$ cat src/rtl/game_sec_timer_if.sv
// Control and status bundle between the game sequencer and the seconds/round timer.
// master drives start/pause and observes status; slave is the timer itself.
interface game_sec_timer_if;
   logic       start;
   logic       pause;
   logic [7:0] sec;
   logic [3:0] round;
   logic       running;
   logic       round_done;
   logic       game_over;

   modport master (
      output start,
      output pause,
      input  sec,
      input  round,
      input  running,
      input  round_done,
      input  game_over
   );

   modport slave (
      input  start,
      input  pause,
      output sec,
      output round,
      output running,
      output round_done,
      output game_over
   );
endinterface

$ cat src/rtl/game_sec_timer.sv
// Per-round seconds counter and round sequencer for the game, clocked at 1 Hz.
// Sequences rounds, handles pause, and flags round completion and game over.
module game_sec_timer #(
   parameter int unsigned ROUND_LEN  = 30,
   parameter int unsigned NUM_ROUNDS = 3
) (
   input  logic             clk_1hz,
   input  logic             rst,
   game_sec_timer_if.slave  bus
);

   localparam logic [7:0] LAST_SEC   = 8'(ROUND_LEN);
   localparam logic [3:0] LAST_ROUND = 4'(NUM_ROUNDS);

   typedef enum logic [2:0] {
      IDLE,
      RUN,
      PAUSED,
      ROUND_END,
      GAME_OVER
   } state_t;

   state_t state;

   // NOTE: every register here uses <= so all state updates see the pre-edge values.
   always_ff @(posedge clk_1hz) begin
      if (rst) begin
         state          <= IDLE;
         bus.sec        <= '0;
         bus.round      <= '0;
         bus.running    <= 1'b0;
         bus.round_done <= 1'b0;
         bus.game_over  <= 1'b0;
      end else begin
         case (state)
            IDLE: begin
               // start wins over pause; pause is first looked at once in RUN
               if (bus.start) begin
                  state       <= RUN;
                  bus.sec     <= '0;
                  bus.round   <= 4'd1;
                  bus.running <= 1'b1;
               end
            end

            RUN: begin
               // round end outranks pause so the final second is never frozen
               if (bus.sec == LAST_SEC) begin
                  state          <= ROUND_END;
                  bus.round_done <= 1'b1;
                  bus.running    <= 1'b0;
               end else if (bus.pause) begin
                  state       <= PAUSED;
                  bus.running <= 1'b0;
               end else begin
                  bus.sec <= bus.sec + 8'd1;
               end
            end

            PAUSED: begin
               if (!bus.pause) begin
                  state       <= RUN;
                  bus.running <= 1'b1;
               end
            end

            ROUND_END: begin
               bus.round_done <= 1'b0;
               if (bus.round == LAST_ROUND) begin
                  state         <= GAME_OVER;
                  bus.game_over <= 1'b1;
               end else begin
                  state       <= RUN;
                  bus.round   <= bus.round + 4'd1;
                  bus.sec     <= '0;
                  bus.running <= 1'b1;
               end
            end

            GAME_OVER: begin
               if (bus.start) begin
                  state         <= RUN;
                  bus.sec       <= '0;
                  bus.round     <= 4'd1;
                  bus.game_over <= 1'b0;
                  bus.running   <= 1'b1;
               end
            end

            default: state <= IDLE;
         endcase
      end
   end

endmodule
$ cat src/flat_wrapper.sv
// flat-port wrapper written by rule: the top's interface ports become plain ports
module game_sec_timer_flat 
#(
   parameter int unsigned ROUND_LEN  = 30,
   parameter int unsigned NUM_ROUNDS = 3
)
  (clk_1hz, rst, bus_start, bus_pause, bus_sec, bus_round, bus_running, bus_round_done, bus_game_over);
  game_sec_timer_if bus_i ();
  input  logic clk_1hz;
  input  logic rst;
  input wire logic [$bits(bus_i.start)-1:0] bus_start;
  input wire logic [$bits(bus_i.pause)-1:0] bus_pause;
  output wire logic [$bits(bus_i.sec)-1:0] bus_sec;
  output wire logic [$bits(bus_i.round)-1:0] bus_round;
  output wire logic [$bits(bus_i.running)-1:0] bus_running;
  output wire logic [$bits(bus_i.round_done)-1:0] bus_round_done;
  output wire logic [$bits(bus_i.game_over)-1:0] bus_game_over;
  assign bus_i.start = bus_start;
  assign bus_i.pause = bus_pause;
  assign bus_sec = bus_i.sec;
  assign bus_round = bus_i.round;
  assign bus_running = bus_i.running;
  assign bus_round_done = bus_i.round_done;
  assign bus_game_over = bus_i.game_over;
  game_sec_timer #(.ROUND_LEN(ROUND_LEN), .NUM_ROUNDS(NUM_ROUNDS)) u_core (.clk_1hz(clk_1hz), .rst(rst), .bus(bus_i));
endmodule
$ cat config.mk
export PLATFORM = sky130hd
export DESIGN_NAME = game_sec_timer_flat
export DESIGN_NICKNAME = d
export VERILOG_FILES = /design/src/rtl/game_sec_timer_if.sv /design/src/rtl/game_sec_timer.sv /design/src/flat_wrapper.sv
export SDC_FILE = /design/constraint.sdc
export NUM_CORES = 1
export LEC_CHECK = 0
export CAP_MARGIN = 20
export CORE_ASPECT_RATIO = 0.9
export CORE_MARGIN = 4
export CORE_UTILIZATION = 40
export CTS_BUF_LIST = sky130_fd_sc_hd__clkbuf_8 sky130_fd_sc_hd__clkbuf_16
export CTS_CLUSTER_SIZE = 25
export DETAILED_ROUTE_END_ITERATION = 12
export SLEW_MARGIN = 10
export SYNTH_ARGS = -nofsm -noshare
export SYNTH_HDL_FRONTEND = slang
export SYNTH_SLANG_ARGS = --single-unit
$ cat constraint.sdc
create_clock -name clk_1hz -period 4.3 [get_ports clk_1hz]
set_clock_uncertainty 0.2 [all_clocks]
set_input_delay 0.43 -clock clk_1hz [delete_from_list [all_inputs] [get_ports clk_1hz]]
set_output_delay 0.43 -clock clk_1hz [all_outputs]
set_load 0.02 [all_outputs]
==> flow_metrics.env, run 1 <==
export IMPL_drive_gt1_frac=0.0942
export IMPL_clk_pin_slew_ns=0.07
export IMPL_die_x_um=62.1
export IMPL_cts_root_buffer="clkbuf_8"
export IMPL_hold_violations=0
export IMPL_required_ns=4.25
export IMPL_tns_ns=0
export IMPL_regArea_um2=360
export IMPL_io_pins=19
export IMPL_ys_seq_area_frac=0.342
export IMPL_portBuffers=18
export IMPL_viasPerCell=6.00
export IMPL_period_share=0.519
export IMPL_routabilityCongestion=0.832
export IMPL_fin_hold_ws_ns=0.268
export IMPL_grt_setup_unrepaired="false"
export IMPL_yosysWarnings=0
export IMPL_worstSetupPathType="reg2reg"
export IMPL_htree_levels=1
export IMPL_clk_latency_ns=0.25
export IMPL_wl_per_cell_um=15.3
export IMPL_max_freq_mhz=448
export IMPL_grt_pass1_wl_um=4250
export IMPL_power_density_nw_per_um2=315
export IMPL_fp_dieH_um=56.7
export IMPL_worstPathArrival_ns=2.19
export IMPL_nNetsFinal=146
export IMPL_post_cts_buffers=0
export IMPL_outcome="complete, no violations"
export IMPL_dpl_hpwl_um=1790
export IMPL_ys_ff_latch=18
export IMPL_vdd_drop_max_mv=0.220
export IMPL_synth_top_family_by_area="simple AND/OR/NAND/NOR gates"
export IMPL_synth_adder_area_share=0.0356
export IMPL_placed_cell_area_um2=1200
export IMPL_ctsHoldBuffers=0
export IMPL_path_max_fanout=6
export IMPL_numCtsBuffers=3
export IMPL_synth_nets=129
export IMPL_antenna_found_initial=0
export IMPL_design_area_um2=1260
export IMPL_cts_sinks=18
export IMPL_row_count=17
export IMPL_min_period_ns=2.23
export IMPL_area_growth_pct=19.2
export IMPL_finalSetupViolations=0
export IMPL_via_count=996
export IMPL_fillers=266
export IMPL_cts_resized=0
export IMPL_drtIter0Drc=27
export IMPL_min_path_type="reg2reg"
export IMPL_drtPass1Iterations=4
export IMPL_synth_xor_area_share=0
export IMPL_finish_utilization=0.505
export IMPL_start_util=0.424
export IMPL_core_area_um2=2490
export IMPL_grt_max_degree=19
export IMPL_diodes=0
export IMPL_post_synth_and_or_nand_nor_area_fraction=0.278
export IMPL_grt_overflow=0
export IMPL_drc=0
export IMPL_synthCells=122
export IMPL_cts_tree="built"
export IMPL_first_global_vias=932
export IMPL_multiInputGateArea_um2=612
export IMPL_maxCapViolations=0
export IMPL_worstMarginPinSlew_ns=0.720
export IMPL_syn_avg_cell_area_um2=8.65
export IMPL_synth_compound_area_frac=0.267
export IMPL_synth_mux_area_frac=0
export IMPL_end_kind="flip-flop"
export IMPL_syn_area_um2=1050
export IMPL_die_area_um2=3520
export IMPL_grt_usage=0.147
export IMPL_slew_viol_final=0
export IMPL_antenna_left=0
export IMPL_routed_wl_um=2540
export IMPL_cp_start_kind="flip-flop"
export IMPL_clockBufferDepth=2
export IMPL_synth_cell_types=38
export IMPL_slew_headroom=0.519
export IMPL_leakage_uw=0.000394
-- metal layers --
layer | vias up | wire length [µm] | track usage
met1 | 474 | 1270 | 0.206
met5 | - | 0 | 0
li1 | 494 | - | -
met3 | 2 | 155 | 0.0500
met4 | 0 | 12 | 0.0279
met2 | 26 | 1100 | 0.216
-- path summary, 6_finish.rpt --
path | startpoint | slack (ns) | cells after the start | end
max | u_core.bus.round[0] | 2.07 | 5 | u_core.bus.sec[7]
min | u_core.bus.running | 0.27 | 1 | u_core.bus.running
max reg2reg | u_core.bus.round[0] | 2.07 | 5 | u_core.bus.sec[7]
min reg2reg | u_core.bus.running | 0.27 | 1 | u_core.bus.running
-- worst max-delay path, stage by stage (launching register included) --
cell	delay, ns
dfxtp_1	0.41
ha_1	0.23
or3b_1	0.44
a22oi_2	0.39
nand2_2	0.17
a311oi_1	0.29
-- cells in the mapped netlist --
master / n / area share
and3b_4: 1 / 0.012
o21ai_0: 7 / 0.033
inv_1: 4 / 0.014
or3_1: 1 / 0.0059
nand2_2: 1 / 0.0059
or3b_1: 1 / 0.0083
a41oi_1: 3 / 0.025
and2_1: 1 / 0.0059
or4_1: 1 / 0.0071
nand3_1: 6 / 0.028
nor4b_4: 1 / 0.023
dfxtp_1: 18 / 0.34
nand4_1: 1 / 0.0059
a211oi_1: 3 / 0.021
a31oi_1: 4 / 0.024
o31ai_1: 1 / 0.0071
a22oi_1: 1 / 0.0071
a21oi_2: 1 / 0.0083
clkbuf_8: 3 / 0.039
a21oi_1: 12 / 0.057
nor2b_1: 1 / 0.0059
nor4b_1: 1 / 0.0083
a311oi_1: 5 / 0.042
o21ai_4: 1 / 0.015
or2_2: 1 / 0.0059
nand2_1: 10 / 0.036
nand3b_1: 1 / 0.0071
a221oi_1: 1 / 0.0083
buf_6: 2 / 0.021
or4b_4: 2 / 0.026
nor3b_1: 1 / 0.0071
nor3_1: 6 / 0.028
a22oi_2: 1 / 0.012
o21a_1: 1 / 0.0071
nor2_1: 11 / 0.039
ha_1: 3 / 0.036
and3_1: 2 / 0.012
clkbuf_1: 1 / 0.0036
-- final cells by class --
type                            instances  area share
Clock buffer                            4      0.0438
Multi-Input combinational cell         94       0.487
Timing Repair Buffer                   18       0.143
Inverter                                4      0.0119
Tap cell                               28      0.0279
Sequential cell                        18       0.287
-- cell families after synthesis --
group | Yosys count
adder cells (fa/ha/maj) | 3
AO/OA/AOI/OAI | 41
buffers and inverters | 10
flip-flops | 18
AND/OR/NAND/NOR | 50
-- metrics by stage --
step	setup WS, ns	cells	total power, µW
2_1_floorplan	2.26	122	242
3_5_place_dp	1.90	162	262
4_1_cts	2.05	166	400
3_3_place_gp	1.93	162	262
5_1_grt	1.92	166	419
6_report	2.07	166	396
-- placed cells by master (no fill, tap or decap), drive strengths merged, types with 3 or more instances in the layout --
cell,Yosys,final
a21oi,13,13
a41oi,3,3
nand2,11,11
clkbuf,4,4
dfxtp,18,18
a311oi,5,5
nor3,6,6
ha,3,3
a211oi,3,3
o21ai,8,8
clkdlybuf4s50,0,18
nor2,11,11
nand3,6,6
inv,4,4
a31oi,4,4
-- power breakdown --
part | internal (µW) | switching (µW) | total (µW)
logic | 30.1 | 43.5 | 73.6
clock network | 81.3 | 55.8 | 137
registers | 173 | 12.0 | 185
total | 284 | 111 | 396
-- sequential cells by signal, indices dropped and copies added (netlist names) --
signal / cells
u_core.bus.round_done: 1
u_core.state: 3
u_core.bus.round: 4
u_core.bus.sec: 8
u_core.bus.game_over: 1
u_core.bus.running: 1
Power figures use the tool's default switching activity.
==> inputs of run 2 (changes only) <==
Clock period 4.3 ns to 2.07 ns, I/O delays scaled along.
==> flow_metrics.env, run 2 (same netlist as run 1, synthesis figures left out) <==
export IMPL_outcome="complete, no violations"
export IMPL_cts_tree="built"
export IMPL_min_path_type="reg2reg"
export IMPL_maxCapViolations=0
export IMPL_wl_met3_um=166
export IMPL_tns_ns=0
export IMPL_design_area_um2=1400
export IMPL_top_layer="met4"
export IMPL_diodes=0
export IMPL_cts_sinks=18
export IMPL_via_count=1047
export IMPL_placed_cell_area_um2=1320
export IMPL_reg_top3="u_core.bus.sec x8, u_core.bus.round x4, u_core.state x3"
export IMPL_numCtsBuffers=3
export IMPL_first_global_vias=983
export IMPL_fp_dieH_um=56.7
export IMPL_grt_pass1_wl_um=4740
export IMPL_cp_cell_sequence="inv_1, ha_1, or4b_4, o21ai_4, buf_4, nand2_4, a311oi_2"
export IMPL_r2r_cells=7
export IMPL_wl_per_cell_um=15.4
export IMPL_routed_wl_um=2790
export IMPL_hold_violations=0
export IMPL_clk_pin_slew_ns=0.07
export IMPL_area_growth_pct=32.9
export IMPL_leakage_uw=0.000473
export IMPL_max_stage_delay_ns=0.48
export IMPL_holdPathStages=2
export IMPL_clockBufferDepth=2
export IMPL_drtIter0Drc=31
export IMPL_largest_register="u_core.bus.sec"
export IMPL_vdd_drop_max_mv=0.502
export IMPL_worstMarginPinSlew_ns=0.480
export IMPL_finish_utilization=0.563
export IMPL_clk_latency_ns=0.26
export IMPL_m1WireLength_um=1470
export IMPL_grt_usage=0.163
export IMPL_cp_start_kind="flip-flop"
export IMPL_final_common_cell="clkdlybuf4s50_1"
export IMPL_die_x_um=62.1
export IMPL_power_density_nw_per_um2=623
export IMPL_io_pins=19
export IMPL_die_area_um2=3520
export IMPL_layout_common_cells="clkdlybuf4s50_1 (18), dfxtp_1 (17), buf_4 (15), a21oi_1 (12), nor2_1 (11)"
export IMPL_path_max_fanout=6
export IMPL_routabilityCongestion=0.859
export IMPL_antenna_left=0
export IMPL_row_count=17
export IMPL_viasPerCell=5.78
export IMPL_nNetsFinal=161
export IMPL_htree_levels=1
export IMPL_antenna_found_initial=0
export IMPL_cp_slowest_cell="or4b_4"
export IMPL_finalSetupViolations=0
export IMPL_fin_ws_ns=0.106
export IMPL_largest_reg_flops=8
export IMPL_grt_overflow=0
export IMPL_post_place_ws_ns=-0.0187
export IMPL_slew_viol_final=0
export IMPL_slew_headroom=0.679
export IMPL_drive_gt1_frac=0.216
export IMPL_core_area_um2=2490
export IMPL_period_share=0.949
export IMPL_max_freq_mhz=509
export IMPL_dpl_hpwl_um=1980
export IMPL_portBuffers=18
export IMPL_required_ns=2.05
export IMPL_drc=0
export IMPL_min_period_ns=1.96
export IMPL_met2_length_um=1150
export IMPL_worstSetupPathType="reg2reg"
export IMPL_end_kind="flip-flop"
export IMPL_start_util=0.424
export IMPL_post_cts_buffers=0
export IMPL_cts_root_buffer="clkbuf_8"
export IMPL_grt_max_degree=19
export IMPL_drtPass1Iterations=4
export IMPL_fin_total_pwr_uw=873
export IMPL_worstPathArrival_ns=1.94
==> run 2: cell count changes in the layout (fill, tap and decap cells not counted) <==
cell      delta
dfxtp_1      -1
a311oi_1     -4
buf_4       +15
nand2_4      +1
a311oi_2     +4
dfxtp_2      +1
nand2_2      -1
==> run 2: what timing repair did <==
item | in CTS | in global routing
hold buffers | 0 | 0
endpoints found under the setup margin | 0 | 6
gates resized for setup | 0 | 6
==> run 2: per-layer routing <==
metal,vias up,track usage
met2,35,0.222
met1,487,0.258
li1,523,-
met3,2,0.0380
met4,0,0.0186
met5,-,0
==> run 2: final timing paths <==
| check | start | to | slack, ns |
|---|---|---|---|
| max | u_core.bus.sec[0] | u_core.bus.sec[6] | 0.11 |
| min | u_core.bus.game_over | u_core.bus.game_over | 0.27 |
| max reg2reg | u_core.bus.sec[0] | u_core.bus.sec[6] | 0.11 |
| min reg2reg | u_core.bus.game_over | u_core.bus.game_over | 0.27 |
==> run 2: stage by stage <==
stage | instances | hold slack, ns
floorplan | 122 | 0.223
global placement | 177 | 0.257
detailed placement | 177 | 0.266
CTS | 181 | 0.276
global route | 181 | 0.304
finish | 181 | 0.273
==> run 2: worst max-delay path, delay by kind of cell, from the launching register on <==
family          cells  cell delay (ns)
simple gates        2             0.57
compound gates      2             0.39
fa+ha+maj           1             0.15
flops               1             0.31
buf+inv             2             0.25
==> run 2: final cells by class <==
class                           count  area, µm²
Fill cell                         248       1090
Multi-Input combinational cell     94        642
Sequential cell                    18        362
Timing Repair Buffer               33        293
Clock buffer                        4       55.1
Tap cell                           28       35.0
Inverter                            4       15.0
==> run 2: where the power goes <==
| group | internal [µW] | leakage [µW] | switching (µW) |
|---|---|---|---|
| clock network | 169 | 0.0000288 | 132 |
| logic | 83.0 | 0.000298 | 113 |
| registers | 359 | 0.000146 | 16.1 |
